## config.mk

```make
export PLATFORM = sky130hd
export DESIGN_NAME = as_gpio_arbiter
export DESIGN_NICKNAME = d
export VERILOG_FILES = /design/src/rtl/as_gpio_arbiter.sv
export SDC_FILE = /design/constraint.sdc
export NUM_CORES = 1
export LEC_CHECK = 0
export BUFFER_PORTS_ARGS = -buffer_cell sky130_fd_sc_hd__buf_2
export CAP_MARGIN = 25
export CELL_PAD_IN_SITES_DETAIL_PLACEMENT = 1
export CELL_PAD_IN_SITES_GLOBAL_PLACEMENT = 2
export CORE_MARGIN = 2
export CORE_UTILIZATION = 40
export CTS_CLUSTER_DIAMETER = 200
export CTS_CLUSTER_SIZE = 30
export DETAILED_ROUTE_END_ITERATION = 8
export PLACE_DENSITY = 0.9
export SLEW_MARGIN = 20
export SYNTH_ARGS = -nofsm -noshare
export SYNTH_HDL_FRONTEND = slang
export SYNTH_SLANG_ARGS = --single-unit
```

## constraint.sdc

```tcl
create_clock -name clk_i -period 2.9 [get_ports clk_i]
set_input_delay 0.145 -clock clk_i [delete_from_list [all_inputs] [get_ports clk_i]]
set_output_delay 0.145 -clock clk_i [all_outputs]
set_load 0.02 [all_outputs]
```

## src/rtl/as_gpio_arbiter.sv

```systemverilog
// as_gpio_arbiter: shares the GPIO output port between a FIFO-buffered CPU store path and a
// held debug write request. Define AS_GPIO_DBG_PRIO_EN for strict debug priority (default round-robin).
module as_gpio_arbiter #(
  parameter int unsigned NR_GPIOS    = 8,
  parameter int unsigned GPIO_AW     = 8,
  parameter int unsigned FIFO_DEPTH  = 4,
  parameter int unsigned HOLD_CYCLES = 2
) (
  input  logic                clk_i,
  input  logic                rst_i,
  input  logic                cpu_we_i,
  input  logic [GPIO_AW-1:0]  cpu_addr_i,
  input  logic [NR_GPIOS-1:0] cpu_data_i,
  output logic                cpu_rdy_o,
  input  logic                dbg_we_i,
  input  logic [GPIO_AW-1:0]  dbg_addr_i,
  input  logic [NR_GPIOS-1:0] dbg_data_i,
  output logic                dbg_ack_o,
  output logic [NR_GPIOS-1:0] gpio_o,
  output logic [GPIO_AW-1:0]  gpioAddr_o,
  output logic                cs_o,
  output logic                busy_o
);
  localparam int unsigned PW = $clog2(FIFO_DEPTH);
  localparam int unsigned CW = PW + 1;
  localparam int unsigned HW = (HOLD_CYCLES < 1) ? 1 : $clog2(HOLD_CYCLES + 1);
  localparam int unsigned EW = GPIO_AW + NR_GPIOS;

  typedef enum logic [1:0] {ST_IDLE, ST_DRIVE, ST_HOLD} state_e;

  state_e              state_q, state_d;
  logic [EW-1:0]       mem_q [FIFO_DEPTH];
  logic [EW-1:0]       mem_d [FIFO_DEPTH];
  logic [PW-1:0]       wr_ptr_q, wr_ptr_d;
  logic [PW-1:0]       rd_ptr_q, rd_ptr_d;
  logic [CW-1:0]       count_q, count_d;
  logic [HW-1:0]       hold_cnt_q, hold_cnt_d;
  logic [NR_GPIOS-1:0] gpio_q, gpio_d;
  logic [GPIO_AW-1:0]  addr_q, addr_d;
  logic                cs_q, cs_d;
  logic                ack_q, ack_d;
  logic                fifo_ne, fifo_rdy, push, pop;
  logic                grant_dbg, grant_cpu;
`ifndef AS_GPIO_DBG_PRIO_EN
  logic                last_dbg_q, last_dbg_d;
`endif

  always_comb begin
    fifo_ne  = (count_q != '0);
    fifo_rdy = (count_q != CW'(FIFO_DEPTH));
    push     = cpu_we_i & fifo_rdy;
    // A DRIVE cycle without ack is always a CPU grant, so the head is retired then.
    pop      = (state_q == ST_DRIVE) & ~ack_q;

`ifdef AS_GPIO_DBG_PRIO_EN
    grant_dbg = dbg_we_i;
`else
    grant_dbg = dbg_we_i & (~fifo_ne | ~last_dbg_q);
`endif
    grant_cpu = fifo_ne & ~grant_dbg;

    mem_d = mem_q;
    if (push) mem_d[wr_ptr_q] = {cpu_addr_i, cpu_data_i};
    wr_ptr_d = wr_ptr_q + PW'(push);
    rd_ptr_d = rd_ptr_q + PW'(pop);
    count_d  = count_q + CW'(push) - CW'(pop);

    state_d    = state_q;
    hold_cnt_d = hold_cnt_q;
    gpio_d     = gpio_q;
    addr_d     = addr_q;
    cs_d       = 1'b0;
    ack_d      = 1'b0;
`ifndef AS_GPIO_DBG_PRIO_EN
    last_dbg_d = last_dbg_q;
`endif

    unique case (state_q)
      ST_IDLE: begin
        if (grant_dbg | grant_cpu) begin
          state_d = ST_DRIVE;
          cs_d    = 1'b1;
          ack_d   = grant_dbg;
`ifndef AS_GPIO_DBG_PRIO_EN
          last_dbg_d = grant_dbg;
`endif
          if (grant_dbg) {addr_d, gpio_d} = {dbg_addr_i, dbg_data_i};
          else           {addr_d, gpio_d} = mem_q[rd_ptr_q];
        end
      end
      ST_DRIVE: begin
        if (HOLD_CYCLES > 0) begin
          state_d    = ST_HOLD;
          hold_cnt_d = HW'(HOLD_CYCLES);
        end else begin
          state_d = ST_IDLE;
        end
      end
      ST_HOLD: begin
        hold_cnt_d = hold_cnt_q - HW'(1);
        if (hold_cnt_q <= HW'(1)) state_d = ST_IDLE;
      end
      default: state_d = ST_IDLE;
    endcase
  end

  always_ff @(posedge clk_i) begin
    if (rst_i) begin
      state_q    <= ST_IDLE;
      wr_ptr_q   <= '0;
      rd_ptr_q   <= '0;
      count_q    <= '0;
      hold_cnt_q <= '0;
      gpio_q     <= '0;
      addr_q     <= '0;
      cs_q       <= 1'b0;
      ack_q      <= 1'b0;
`ifndef AS_GPIO_DBG_PRIO_EN
      last_dbg_q <= 1'b1;
`endif
    end else begin
      state_q    <= state_d;
      wr_ptr_q   <= wr_ptr_d;
      rd_ptr_q   <= rd_ptr_d;
      count_q    <= count_d;
      hold_cnt_q <= hold_cnt_d;
      gpio_q     <= gpio_d;
      addr_q     <= addr_d;
      cs_q       <= cs_d;
      ack_q      <= ack_d;
`ifndef AS_GPIO_DBG_PRIO_EN
      last_dbg_q <= last_dbg_d;
`endif
    end
    // Storage needs no reset: entries are only read while count_q is non-zero.
    mem_q <= mem_d;
  end

  assign cpu_rdy_o  = fifo_rdy;
  assign dbg_ack_o  = ack_q;
  assign gpio_o     = gpio_q;
  assign gpioAddr_o = addr_q;
  assign cs_o       = cs_q;
  assign busy_o     = (state_q != ST_IDLE) | fifo_ne;

endmodule

```

# Word level (Yosys, flattened, before mapping)
# Cells that the tools add are included.
[word_totals]
reg_bits = 94
input_bits = 36
wordCells = 65
[classes]
addsub = 5
magnitude_cmp = 4
n_eq_ne = 5
mux = 13
bitwise_logic = 15
n_reduce_logical = 9
[ops]
columns = ["cell", "n"]
rows = [
  ["64-bit bitwise mux", 1],
  ["16-bit 2-to-1 mux", 3],
  ["16-bit binary-select mux with 2-bit select", 1],
  ["16-bit demux with 2-bit select", 1],
  ["8-bit 2-to-1 mux", 2],
  ["3-bit >= comparator, second input constant", 2],
  ["1-bit NOT", 6],
  ["2-bit NOT with 3-bit output", 2],
  ["2-bit one-hot mux with 3 select lines", 1],
  ["2-bit by 1-bit adder with 2-bit output", 2],
  ["1-bit AND", 4],
  ["2-bit 2-to-1 mux", 2],
  ["2-bit inequality test, second input constant", 2],
  ["2-bit one-hot mux with 2 select lines", 1],
  ["2-bit AND reduction", 2],
  ["2-bit nonzero test", 2],
  ["3-bit by 1-bit adder with 3-bit output", 1],
  ["3-bit by 1-bit < comparator with 1-bit output, second input constant", 1],
  ["3-bit inequality test, second input constant", 1],
  ["1-bit OR", 3],
  ["3-bit nonzero test", 1],
  ["3-bit OR reduction", 1],
  ["3-bit by 1-bit subtractor with 3-bit output", 1],
  ["2-bit by 1-bit equality test with 1-bit output, second input constant", 1],
  ["other kinds (7)", 7],
]

# Depth between registers and ports, before layout
[depth]
depth_word = 9
depth_mapped = 10
depth_no_buf = 10

# Worst setup path after synthesis
# OpenSTA, ideal clock, no wires.
[synth_timing]
path_kind = "flip-flop to flip-flop"
from = "register count_q[1]"
to = "register mem_q[32] (netlist bit), enable pin"
setup_ns = 0.413
arrival_time_ns = 2.222
slack_ns = 0.266
stages_incl_launch_ff = 5
period_less_slack_ns = 2.634
path_cell_list = "dfxtp_1 -> clkbuf_2 -> or3b_1 -> nand2_2 -> nor3b_1"
[synth_via]
elab_chain_len = 2
[synth_lines]
columns = ["element", "line", "text"]
rows = [
  ["start, declared", "36", "logic [CW-1:0] count_q, count_d;"],
  ["start signal, assigned", "125", "count_q <= count_d;"],
  ["3-bit inequality test", "50", "fifo_rdy = (count_q != CW'(FIFO_DEPTH));"],
  ["via cpu_rdy_o", "14", "output logic cpu_rdy_o,"],
  ["1-bit AND", "51", "push = cpu_we_i & fifo_rdy;"],
  ["end signal, assigned", "136", "mem_q <= mem_d;"],
  ["end, declared", "32", "logic [EW-1:0] mem_q [FIFO_DEPTH];"],
]
# The timed path passes the listed nets, and every way through them passes these cells.
# A chain may end at the register's enable or synchronous reset.

# Worst setup path after layout
[layout_timing]
from = "register count_q[2]"
to = "register count_q[2]"
[layout_via]
elab_chain_len = 4
[layout_lines]
columns = ["element", "line", "text"]
rows = [
  ["3-bit inequality test", "50", ""],
  ["1-bit AND", "51", ""],
  ["3-bit by 1-bit adder with 3-bit output *", "66", "count_d = count_q + CW'(push) - CW'(pop);"],
  ["3-bit by 1-bit subtractor with 3-bit output *", "66", ""],
]
# Mark *: on every way between the ends. The rest lies on a longest branch, timed or not.

==> results.cfg <==
[status]
status = completed

[sta]
setup-tns-final_ns = 0
finalMaxSlewViolations = 0
slew_headroom_pct = 43.39
maxClockFrequency_mhz = 417.8
layout_worst_path_cycle_share_pct = 82.54
timing.final.crit_period_ns = 2.394
final-hold-violation-count = 0
rsz0062_at_grt = false
fin_skew_ns = 0.01220
final-setup-viol-count = 0
max_slew.worst_pin.slew_ns = 0.8479

[final_layout]
n_antenna_cell = 0
mostFrequentLayoutCells = 64 x edfxtp_1, 55 x buf_2, 30 x dfxtp_1
postLayoutCoreUtil_pct = 47.63
fill_cells = 956
finish.cell_count_without_fillers = 429
layout.nets = 357
layout.cells.most_common = edfxtp_1
layout-drive-gt1-share_pct = 30.82
area.growth.synth_to_final_pct = 16.47

[synth]
postSynth.topFlopCell = edfxtp_1
largest_family_of_logic_cells_by_synthesized_area = compound AO/OA/AOI/OAI gates
synth_mux_area_share_pct = 9.847
synth.distinct_cells = 38
synthesis.area_mm2 = 0.003761
post_synth_xor_area_fraction_pct = 1.164
post_synthesis_cell_count = 252
synth_async_sr_flop_share_pct = 0
flip_flop_and_latch_count_after_synthesis = 94
avgSynthCellArea_um2 = 14.93
synth.yosys.warnings = 0
number_of_enable_flip_flop_cells_after_synthesis = 64
yosys.area_share.adder_pct = 2.861
synthesis.nets = 296
yosys.area_share.simple_pct = 4.524
synth_compound_gate_area_share_pct = 11.48
synth_sequential_area_ratio_pct = 67.07

[power_and_ir_drop]
worst_ir_drop_vdd_mv = 0.3212
p_leak_nw = 1.571
power_per_cell_area_mw_per_mm2 = 993.8

[route]
viasPerCell = 5.410
num_vias = 2321
drtIter0Drc = 143
route.detailed.wl_per_inst_um = 20.06
drt_drc_violations_left = 0
drt-total-wl_um = 8605
firstDrtPassIters = 4
final_antenna_net_count = 0

[clock_network]
ctsLongestPathBuffers = 2
cts_repair_resize_count = 0
post_cts_hold_buffer_count = 4
ctsRootBufferMaster = clkbuf_8
cts.clk_slew.worst_paths_ns = 0.09
clock_tree_from_tritoncts = built
clock-sinks = 94
worst_skew_pair.late_latency_ns = 0.35
cts-buffers-inserted = 9
ctsHtreeMaxLevel = 3
buffers_inserted_by_post_cts_timing_repair = 0

[setup_path]
crit_path_end_kind = flop
worst-endpoint-arrival_ns = 2.67
cp.required_ns = 3.18
crit_path_cell_trace = or3b_1, nand2_2, xnor2_1, ha_1, inv_1, fa_1, xor2_1, and2_1, nor3_1
critPathMaxStageDelay_ns = 0.55
timing.rr.start = count_q[2]$_SDFF_PP0_
critical_path.max_fanout = 8
cp-startpoint = count_q[2]$_SDFF_PP0_
crit_type = reg -> reg
cp-start-kind = flop
critical_path.n_buffers_inverters = 1
critical-path-top-delay-family = simple AND/OR/NAND/NOR gates
slowest_stage = dfxtp_1

[global_route]
grt_max_degree = 21
globalRouteOverflowTotal = 0
grt_first_pass_wirelength_um = 13910
number_of_global_route_vias_before_repair = 2534
antenna_violations_before_repair = 0
global_route.usage.total_pct = 18.40

[placed_design]
dp_cells = 408
post-dp-hpwl_um = 5708
final_weighted_congestion_in_routability_driven_placement = 0.7190
io_buffer_count = 55

[floorplan]
rows = 35
floorplan.core_area_mm2 = 0.009196
fp.dieH_um = 101.0
boundaryPins = 56
start_util_pct = 40.90
chipWidth_um = 101.0
floorplan.die_area_mm2 = 0.01019

[min_path]
hold_path_startpoint = cpu_addr_i[2]
worst_hold_path_type = in -> reg

[job]
number_of_max_cap_violations = 0
==> flip-flops by register name (all words and copies together), names as in the netlist <==
name and flops:
last_dbg_q 1, count_q 3, hold_cnt_q 2, state_q 2, gpioAddr_o 8, cs_o 1, wr_ptr_q 2, rd_ptr_q 2
gpio_o 8, dbg_ack_o 1, mem_q 64
==> stage by stage <==
stage | worst slack [ns] | total power [mW] | area [µm²] | hold slack (ns)
2_1_floorplan | 0.2656 | 3.083 | 3761 | 0.2166
3_3_place_gp | 0.6174 | 3.535 | 4158 | 0.3610
3_5_place_dp | 0.5264 | 3.630 | 4158 | 0.3674
4_1_cts | 0.4934 | 4.403 | 4370 | 0.002089
5_1_grt | 0.3417 | 4.652 | 4380 | 0.004797
6_report | 0.5063 | 4.353 | 4380 | 0.01906
==> Yosys cell counts, drive strengths merged (2+ instances only) <==
cell	n	share of area [%]
nor3	4	0.53
and2	2	0.33
nor3b	2	0.40
mux4	16	9.6
inv	7	0.70
a31oi	17	2.8
nand2	8	0.87
xnor2	3	0.70
a21oi	17	2.3
buf	9	1.6
xor2	2	0.47
ha	7	2.3
edfxtp	64	51
nor2b	3	0.50
nor2	7	0.70
dfxtp	30	16
clkbuf	7	0.73
nand3b	2	0.40
o21ai	32	4.3
==> final timing paths <==
check	to	slack (ns)	depth (start not counted)
max reg2reg	count_q[2]$_SDFF_PP0_	0.51	9
max	count_q[2]$_SDFF_PP0_	0.51	9
min	mem_q[26]$_DFFE_PP_	0.02	1
min reg2reg	state_q[1]$_SDFFE_PP0P_	0.49	2
==> report_power, final <==
part,total (mW),switching (mW),internal (mW)
Combinational,1.64,1.02,0.626
Clock,0.774,0.457,0.317
Sequential,1.94,0.201,1.74
==> per-layer routing <==
layer | GRT usage [%] | wire length (µm) | up-vias | part of all wire, %
met5 | 0 | 0 | - | 0
met4 | 5.405 | 38 | 0 | 0.44
met3 | 3.675 | 415 | 4 | 4.8
met2 | 30.77 | 4475 | 58 | 52
met1 | 24.43 | 3676 | 1169 | 43
li1 | - | - | 1090 | -
==> cell type report <==
cell class	count	area, µm²	share of cell area (%)
clock inverter	6	45.04	1.028
inverter	7	26.28	0.5998
tap	111	138.9	3.171
multi-input combinational	135	1150	26.25
timing repair buffer	66	370.4	8.455
sequential	94	2522	57.58
clock buffer	10	127.6	2.913
==> logic make-up after synthesis <==
logic type,Yosys count
buf+inv,23
fa+ha+maj,8
compound gates,73
mux,17
simple gates,32
xor+xnor,5
flops,94
Power figures use the tool's default switching activity.
